==> src/rtl/scaler_v_round_pack.sv <==
// -----------------------------------------------------------------------------
// scaler_v_round_pack
//   Back end of the vertical scaler DSP array. Each input beat carries
//   KERNEL_MAX signed accumulator results in the coefficient fixed-point
//   domain. Every lane is rounded half-up, shifted down by FRAC_BITS and
//   clamped to an unsigned pixel. The lanes are then packed into one word and
//   buffered in a first-word-fall-through FIFO with a valid/ready output.
//   The DSP array cannot be stalled, so this block raises an early almost-full
//   flag and reports any beat lost to overflow through a sticky error bit.
//
// Ports
//   clk        in   clock
//   rst        in   asynchronous active-high reset
//   din_en     in   input beat valid (no back-pressure)
//   din_last   in   end-of-line tag, travels with its beat
//   din_result in   KERNEL_MAX signed results, lane k at [VRLT*(k+1)-1:VRLT*k]
//   din_afull  out  registered almost-full; upstream must stop issuing beats
//   dout_valid out  output beat available (FIFO not empty)
//   dout_ready in   consumer accepts the beat when valid & ready
//   dout_last  out  end-of-line tag of the head beat
//   dout_pixel out  KERNEL_MAX packed pixels, lane k at [PIX*(k+1)-1:PIX*k]
//   ovf_err    out  sticky: a beat was dropped because the FIFO was full
//   err_clr    in   synchronous clear of ovf_err (a same-cycle drop wins)
// -----------------------------------------------------------------------------
module scaler_v_round_pack #(
  parameter int PIXEL_BITWIDTH = 8,
  parameter int KERNEL_MAX     = 4,
  parameter int VRLT_BITWIDTH  = 18,
  parameter int FRAC_BITS      = 6,
  parameter int FIFO_DEPTH     = 16,
  parameter int AFULL_MARGIN   = 6
) (
  input  logic                                clk,
  input  logic                                rst,
  input  logic                                din_en,
  input  logic                                din_last,
  input  logic [VRLT_BITWIDTH*KERNEL_MAX-1:0]  din_result,
  output logic                                din_afull,
  output logic                                dout_valid,
  input  logic                                dout_ready,
  output logic                                dout_last,
  output logic [PIXEL_BITWIDTH*KERNEL_MAX-1:0] dout_pixel,
  output logic                                ovf_err,
  input  logic                                err_clr
);

  // One guard bit above the input width so adding the rounding constant can
  // never wrap the most positive result into a negative value.
  localparam int SUM_W    = VRLT_BITWIDTH + 1;
  localparam int PIXW     = PIXEL_BITWIDTH * KERNEL_MAX;
  localparam int ENT_W    = PIXW + 1;
  localparam int PTR_W    = $clog2(FIFO_DEPTH);
  localparam int CNT_W    = PTR_W + 1;
  localparam int OCC_W    = CNT_W + 1;
  localparam int AFULL_TH = FIFO_DEPTH - AFULL_MARGIN;

  localparam logic [SUM_W-1:0] ROUND_HALF = {{(SUM_W-1){1'b0}}, 1'b1} << (FRAC_BITS - 1);
  localparam logic [PTR_W-1:0] PTR_ONE    = {{(PTR_W-1){1'b0}}, 1'b1};
  localparam logic [CNT_W-1:0] CNT_ONE    = {{(CNT_W-1){1'b0}}, 1'b1};
  localparam logic [CNT_W-1:0] CNT_FULL   = CNT_W'(FIFO_DEPTH);
  localparam logic [OCC_W-1:0] OCC_TH     = OCC_W'(AFULL_TH);

  // Arithmetic shift of the rounded sum, then saturate to the pixel range.
  // A set sign bit means a negative pixel; any set bit between the sign and
  // the pixel field means the value exceeds the largest pixel.
  function automatic logic [PIXEL_BITWIDTH-1:0] round_clamp(input logic [SUM_W-1:0] sum);
    logic signed [SUM_W-1:0] q;
    logic [PIXEL_BITWIDTH-1:0] pix;
    q = $signed(sum) >>> FRAC_BITS;
    if (q[SUM_W-1]) begin
      pix = '0;
    end else if (|q[SUM_W-2:PIXEL_BITWIDTH]) begin
      pix = '1;
    end else begin
      pix = q[PIXEL_BITWIDTH-1:0];
    end
    return pix;
  endfunction

  // Input capture stage (boundary register towards the DSP array).
  logic                               r_s0_valid;
  logic                               r_s0_last;
  logic [VRLT_BITWIDTH*KERNEL_MAX-1:0] r_s0_res;

  // Rounding stage.
  logic                   r_s1_valid;
  logic                   r_s1_last;
  logic [SUM_W-1:0]       r_s1_sum [KERNEL_MAX];
  logic [SUM_W-1:0]       w_s1_sum [KERNEL_MAX];

  // Shift/clamp stage; its valid is the FIFO push request.
  logic                   r_s2_valid;
  logic                   r_s2_last;
  logic [PIXW-1:0]        r_s2_pix;
  logic [PIXW-1:0]        w_s2_pix;

  // FIFO state and registered head.
  logic [ENT_W-1:0]       r_mem [FIFO_DEPTH];
  logic [PTR_W-1:0]       r_wr_ptr;
  logic [PTR_W-1:0]       r_rd_ptr;
  logic [CNT_W-1:0]       r_count;
  logic                   r_dout_valid;
  logic                   r_dout_last;
  logic [PIXW-1:0]        r_dout_pixel;
  logic                   r_afull;
  logic                   r_ovf;

  logic                   w_pop;
  logic                   w_full;
  logic                   w_push;
  logic                   w_drop;
  logic [PTR_W-1:0]       w_wr_ptr_nxt;
  logic [PTR_W-1:0]       w_rd_ptr_nxt;
  logic [CNT_W-1:0]       w_count_nxt;
  logic [ENT_W-1:0]       w_head_nxt;
  logic [OCC_W-1:0]       w_occ;
  logic                   w_afull_nxt;

  // Per-lane sign extension plus half an output LSB (round half up).
  always_comb begin
    for (int k = 0; k < KERNEL_MAX; k++) begin
      w_s1_sum[k] = {r_s0_res[k*VRLT_BITWIDTH + VRLT_BITWIDTH - 1],
                     r_s0_res[k*VRLT_BITWIDTH +: VRLT_BITWIDTH]} + ROUND_HALF;
    end
  end

  // Per-lane shift and clamp, packed into the output word.
  always_comb begin
    w_s2_pix = '0;
    for (int k = 0; k < KERNEL_MAX; k++) begin
      w_s2_pix[k*PIXEL_BITWIDTH +: PIXEL_BITWIDTH] = round_clamp(r_s1_sum[k]);
    end
  end

  // FIFO control: push/pop/drop decisions, next pointers and next head word.
  always_comb begin
    w_pop        = r_dout_valid & dout_ready;
    w_full       = (r_count == CNT_FULL);
    // When full, a push is only possible if the same edge frees a slot.
    w_push       = r_s2_valid & (~w_full | w_pop);
    w_drop       = r_s2_valid & w_full & ~w_pop;
    w_wr_ptr_nxt = w_push ? (r_wr_ptr + PTR_ONE) : r_wr_ptr;
    w_rd_ptr_nxt = w_pop  ? (r_rd_ptr + PTR_ONE) : r_rd_ptr;
    case ({w_push, w_pop})
      2'b10:   w_count_nxt = r_count + CNT_ONE;
      2'b01:   w_count_nxt = r_count - CNT_ONE;
      default: w_count_nxt = r_count;
    endcase
    // The entry being written this edge is not yet in memory; bypass it when
    // it becomes the new head (empty FIFO, or last entry popped while pushing).
    if (w_push && (w_rd_ptr_nxt == r_wr_ptr)) begin
      w_head_nxt = {r_s2_last, r_s2_pix};
    end else begin
      w_head_nxt = r_mem[w_rd_ptr_nxt];
    end
    // Beats still in the rounding and clamp stages are counted as occupied.
    w_occ       = {1'b0, r_count} + {{CNT_W{1'b0}}, r_s1_valid} + {{CNT_W{1'b0}}, r_s2_valid};
    w_afull_nxt = (w_occ >= OCC_TH);
  end

  // Pipeline valids, FIFO state and all outputs; cleared by reset.
  always_ff @(posedge clk or posedge rst) begin
    if (rst) begin
      r_s0_valid   <= 1'b0;
      r_s1_valid   <= 1'b0;
      r_s2_valid   <= 1'b0;
      r_wr_ptr     <= '0;
      r_rd_ptr     <= '0;
      r_count      <= '0;
      r_dout_valid <= 1'b0;
      r_dout_last  <= 1'b0;
      r_dout_pixel <= '0;
      r_afull      <= 1'b0;
      r_ovf        <= 1'b0;
    end else begin
      r_s0_valid   <= din_en;
      r_s1_valid   <= r_s0_valid;
      r_s2_valid   <= r_s1_valid;
      r_wr_ptr     <= w_wr_ptr_nxt;
      r_rd_ptr     <= w_rd_ptr_nxt;
      r_count      <= w_count_nxt;
      r_dout_valid <= (w_count_nxt != '0);
      // Head only reloads when there is an entry, so it holds under stall.
      if (w_count_nxt != '0) begin
        {r_dout_last, r_dout_pixel} <= w_head_nxt;
      end
      r_afull      <= w_afull_nxt;
      if (w_drop) begin
        r_ovf <= 1'b1;
      end else if (err_clr) begin
        r_ovf <= 1'b0;
      end
    end
  end

  // Datapath registers; qualified by their valids, so no reset needed.
  always_ff @(posedge clk) begin
    if (din_en) begin
      r_s0_res  <= din_result;
      r_s0_last <= din_last;
    end
    if (r_s0_valid) begin
      r_s1_sum  <= w_s1_sum;
      r_s1_last <= r_s0_last;
    end
    if (r_s1_valid) begin
      r_s2_pix  <= w_s2_pix;
      r_s2_last <= r_s1_last;
    end
    if (w_push) begin
      r_mem[r_wr_ptr] <= {r_s2_last, r_s2_pix};
    end
  end

  assign din_afull  = r_afull;
  assign dout_valid = r_dout_valid;
  assign dout_last  = r_dout_last;
  assign dout_pixel = r_dout_pixel;
  assign ovf_err    = r_ovf;

endmodule

==> config.mk <==
export PLATFORM = sky130hd
export DESIGN_NAME = scaler_v_round_pack
export DESIGN_NICKNAME = d
export VERILOG_FILES = /design/src/rtl/scaler_v_round_pack.sv
export SDC_FILE = /design/constraint.sdc
export NUM_CORES = 1
export LEC_CHECK = 0
export ABC_CLOCK_PERIOD_IN_PS = 3550
export CAP_MARGIN = 10
export CELL_PAD_IN_SITES_DETAIL_PLACEMENT = 2
export CELL_PAD_IN_SITES_GLOBAL_PLACEMENT = 2
export CORE_ASPECT_RATIO = 1.25
export CORE_MARGIN = 1
export CORE_UTILIZATION = 40
export CTS_BUF_LIST = sky130_fd_sc_hd__clkbuf_4 sky130_fd_sc_hd__clkbuf_8
export DETAILED_ROUTE_END_ITERATION = 12
export GPL_TIMING_DRIVEN = 0
export PLACE_DENSITY = 0.86
export SETUP_SLACK_MARGIN = 0.2
export SKIP_LAST_GASP = 1
export SYNTH_ARGS = -nofsm -noshare
export SYNTH_HDL_FRONTEND = slang
export SYNTH_SLANG_ARGS = --single-unit
==> constraint.sdc <==
create_clock -name clk -period 3.55 [get_ports clk]
set_input_delay 0.71 -clock clk [delete_from_list [all_inputs] [get_ports clk]]
set_output_delay 0.71 -clock clk [all_outputs]
set_load 0.02 [all_outputs]
==> results.yml <==
placement:
  gp_congestion: 0.956
  portBuffers: 92
  hpwl_mm: 94.0
  dp.cells: 3679
grt:
  use_met2: 0.581
  first_global_vias: 28700
  use_met1: 0.389
  grt_first_pass_wirelength_mm: 209
  met3_usage: 0.138
  grt_usage: 0.366
  antenna_found_initial: 14
  overflow: 0
  grt_max_degree: 53
  top_usage_layer: "met2"
synthesis:
  synth_top_flop_cell: "edfxtp_1"
  ys_warn_count: 0
  ys_ff_latch: 719
  synth_area_um2: 31900
  synth_cell_types: 56
  synth_fp_nets: 2602
  syn_avg_cell_area_um2: 12.7
  ys_seq_area_frac: 0.668
  synth_edf_count: 667
  postSynthCellCount: 2512
  async_flop_share: 0.0723
final_layout:
  fin_cells: 3921
  final_cell_mix: "667 x edfxtp_1, 218 x o21ai_0, 155 x nor2_1"
  n_fill_cell: 7586
  ff_latch_area_um2: 21300
  finish.utilization: 0.483
  area_growth_pct: 19.3
  layout.nets: 2862
  multi_input_area_um2: 10300
  drive_above_1_share: 0.170
  final_common_cell: "edfxtp_1"
worst_setup_path:
  reg2reg_to: "dout_pixel[31]$_DFFE_PP0P_"
  reg2reg_depth: 11
  critPathCaptureType: "register"
  path_max_fanout: 10
  endpoint: "dout_pixel[31]$_DFFE_PP0P_"
  critPathKind: "reg2reg"
  start_kind: "register"
  cp.required_ns: 4.25
  regToRegSetupSlack_ns: -0.21
  r2r-start: "dout_valid$_DFF_PP0_"
  crit_start: "dout_valid$_DFF_PP0_"
  cp.arrival_ns: 4.46
pwr:
  seqPwrFrac: 0.294
  power.share.clock: 0.195
  ir_drop_uv: 518
  sw_frac_of_total: 0.487
  p_switching_w: 0.0187
  p_leak_nw: 12.9
  comb_power_share: 0.511
  power_density_nw_per_um2: 1010
  p_int_w: 0.0197
timing:
  worst_slew_pin_slew_ns: 1.34
  hold_violations: 0
  slew_headroom: 0.108
  clock_skew_ns: 0.0776
  fin_crit_ns: 3.76
  rsz0062_at_grt: "yes"
  finalCritPeriodShare: 1.06
  fmax_ghz: 0.266
  setup_slack_ns: -0.205
  finalSetupViolations: 5
  slew_viol_final: 0
clocking:
  clk_pin_slew_ns: 0.10
  cts_hold_buffers: 0
  clock_latency_ns: 0.84
  cts_buffers: 117
  cts_buffer_depth: 3
  cts_max_level: 3
  cts_tree: "done"
  cts_root_buf: "clkbuf_8"
  clock-sinks: 719
floorplanning:
  die_w_um: 255
  rows: 115
  start_util: 0.405
  die_h_um: 318
  num_io_pins: 114
  die-area_um2: 80900
  core-area_um2: 78900
routing:
  drt_pre_antenna_iters: 8
  wirelength_mm: 154
  drtAntennaViolNets: 0
  via_count: 26900
  viasPerCell: 6.87
  first_iter_violations: 3584
  wire_per_inst_um: 39.3
  drc: 0
hold_path:
  hold_path.class: "in2reg"
run_status:
  status: "finished, violations left"
  violations: "setup timing"
job:
  max_cap_violations: 0
flip-flops by register name, indices dropped and copies added, names as in the netlist, 4 cells and up:
name and flops:
r_mem 528, r_s2_pix 32, r_wr_ptr 4, r_count 5
r_rd_ptr 4, r_s1_sum 52, r_s0_res 52, dout_pixel 32
power by group through the flow:
stage / sequential [W] / combinational (W) / clock, W
floorplan: 0.0112 / 0.00849 / 0
global placement: 0.0113 / 0.0147 / 0
detailed placement: 0.0113 / 0.0160 / 0
CTS: 0.0112 / 0.0172 / 0.00733
global route: 0.0113 / 0.0197 / 0.00777
finish: 0.0113 / 0.0196 / 0.00750
timing repair:
item | 4_1_cts | 5_1_grt
pin swaps | 4 | 16
endpoints found under the hold margin | 0 | 0
cloned | 0 | 1
resized for setup | 157 | 155
buffers inserted | 6 | 22
endpoints found under the setup margin | 37 | 81
metal layers:
metal	routed length (um)	part of all wire	vias to the layer above
met2	70100	0.46	2410
met4	15500	0.10	12
li1	-	-	10200
met5	105	0.00068	-
met1	48800	0.32	13400
met3	19500	0.13	948
Yosys cell counts (2+ instances only):
master     number  area (um^2)
a2111oi_0       8         70.1
a211oi_1       70          526
a21bo_2         2         20.0
a21oi_1        15         75.1
a221oi_1       22          193
a2bb2oi_1       6         52.6
a311oi_1       27          236
a31o_2         20          175
a31oi_1         8         50.1
a41oi_1         2         17.5
and2_1          7         43.8
and3_1         52          325
buf_1          16         60.1
buf_2          36          180
clkbuf_1      146          548
dfrtp_1        52         1300
edfxtp_1      667        20000
ha_1           11          138
inv_1          14         52.6
inv_2           4         15.0
mux2i_1       133         1330
mux4_2          3         67.6
nand2_1       143          537
nand2b_1       89          557
nand3_1        96          480
nand3b_1        2         15.0
nand4_1         5         31.3
nand4b_1        2         17.5
nor2_1        169          634
nor2b_1        43          269
nor3_1        136          681
nor4_1         35          219
o211ai_1        7         52.6
o21ai_0       229         1150
o21ai_1        18         90.1
o221ai_1        2         17.5
o22ai_1        69          432
o31ai_1        46          345
o32a_1         11          110
o32ai_1         9         78.8
or3_1          11         68.8
xnor2_1        38          333
xor2_1         18          158
cells by family (layout without fill, tap and decap cells):
kind of cell | count (synthesis) | count (layout) | share of synthesized area
AOI/OAI and AO/OA | 578 | 578 | 0.117
xor gates and xnor gates | 56 | 56 | 0.0154
adders and majority gates | 12 | 12 | 0.00494
buffers and inverters | 216 | 563 | 0.0268
DFF | 719 | 719 | 0.668
muxes | 136 | 136 | 0.0438
other | 0 | 8 | 0
and+or+nand+nor | 795 | 796 | 0.123
final cells by class:
| type | instances | share of cell area |
|---|---|---|
| flip-flops and latches | 719 | 0.560 |
| multi-input cells | 1578 | 0.271 |
| clock buffers | 155 | 0.0512 |
| repair buffers | 142 | 0.0442 |
| well taps | 1053 | 0.0346 |
| plain buffers | 196 | 0.0283 |
| clock inverters | 52 | 0.00785 |
| inverters | 18 | 0.00197 |
| diodes | 8 | 0.000526 |
metrics by stage:
stage               hold WS [ns]  power [W]  setup slack [ns]  TNS (ns)  instance area (um^2)
finish                     0.282     0.0384            -0.205    -0.618                 38100
global route               0.293     0.0387            -0.171    -0.295                 38100
CTS                        0.260     0.0357             0.161         0                 37600
detailed placement         0.424     0.0273             -1.78    -41.03                 34800
global placement           0.414     0.0260             -2.04   -909.58                 34200
floorplan                  0.400     0.0197             0.271         0                 31900
worst min-delay path by stage:
stage | from | endpoint | cells past startpoint
floorplan | r_s0_last$_DFFE_PP_ | r_s1_last$_DFFE_PP_ | 0
global placement | r_s1_last$_DFFE_PP_ | r_s2_last$_DFFE_PP_ | 0
detailed placement | r_s1_last$_DFFE_PP_ | r_s2_last$_DFFE_PP_ | 0
CTS | din_en | r_s0_res[67]$_DFFE_PP_ | 1
global route | din_en | r_s0_res[67]$_DFFE_PP_ | 1
finish | din_en | r_s0_res[67]$_DFFE_PP_ | 1
critical path, stage by stage (launching register included):
cell	delay, ns
dfrtp_1	0.39
buf_6	0.17
nand2_1	0.13
clkbuf_4	0.32
buf_2	0.33
clkbuf_2	0.42
nand3_1	0.24
o21ai_0	0.23
o21ai_0	0.23
a221oi_1	0.52
a211oi_1	0.18
o21ai_0	0.45
(Power assumes the default switching activity.)
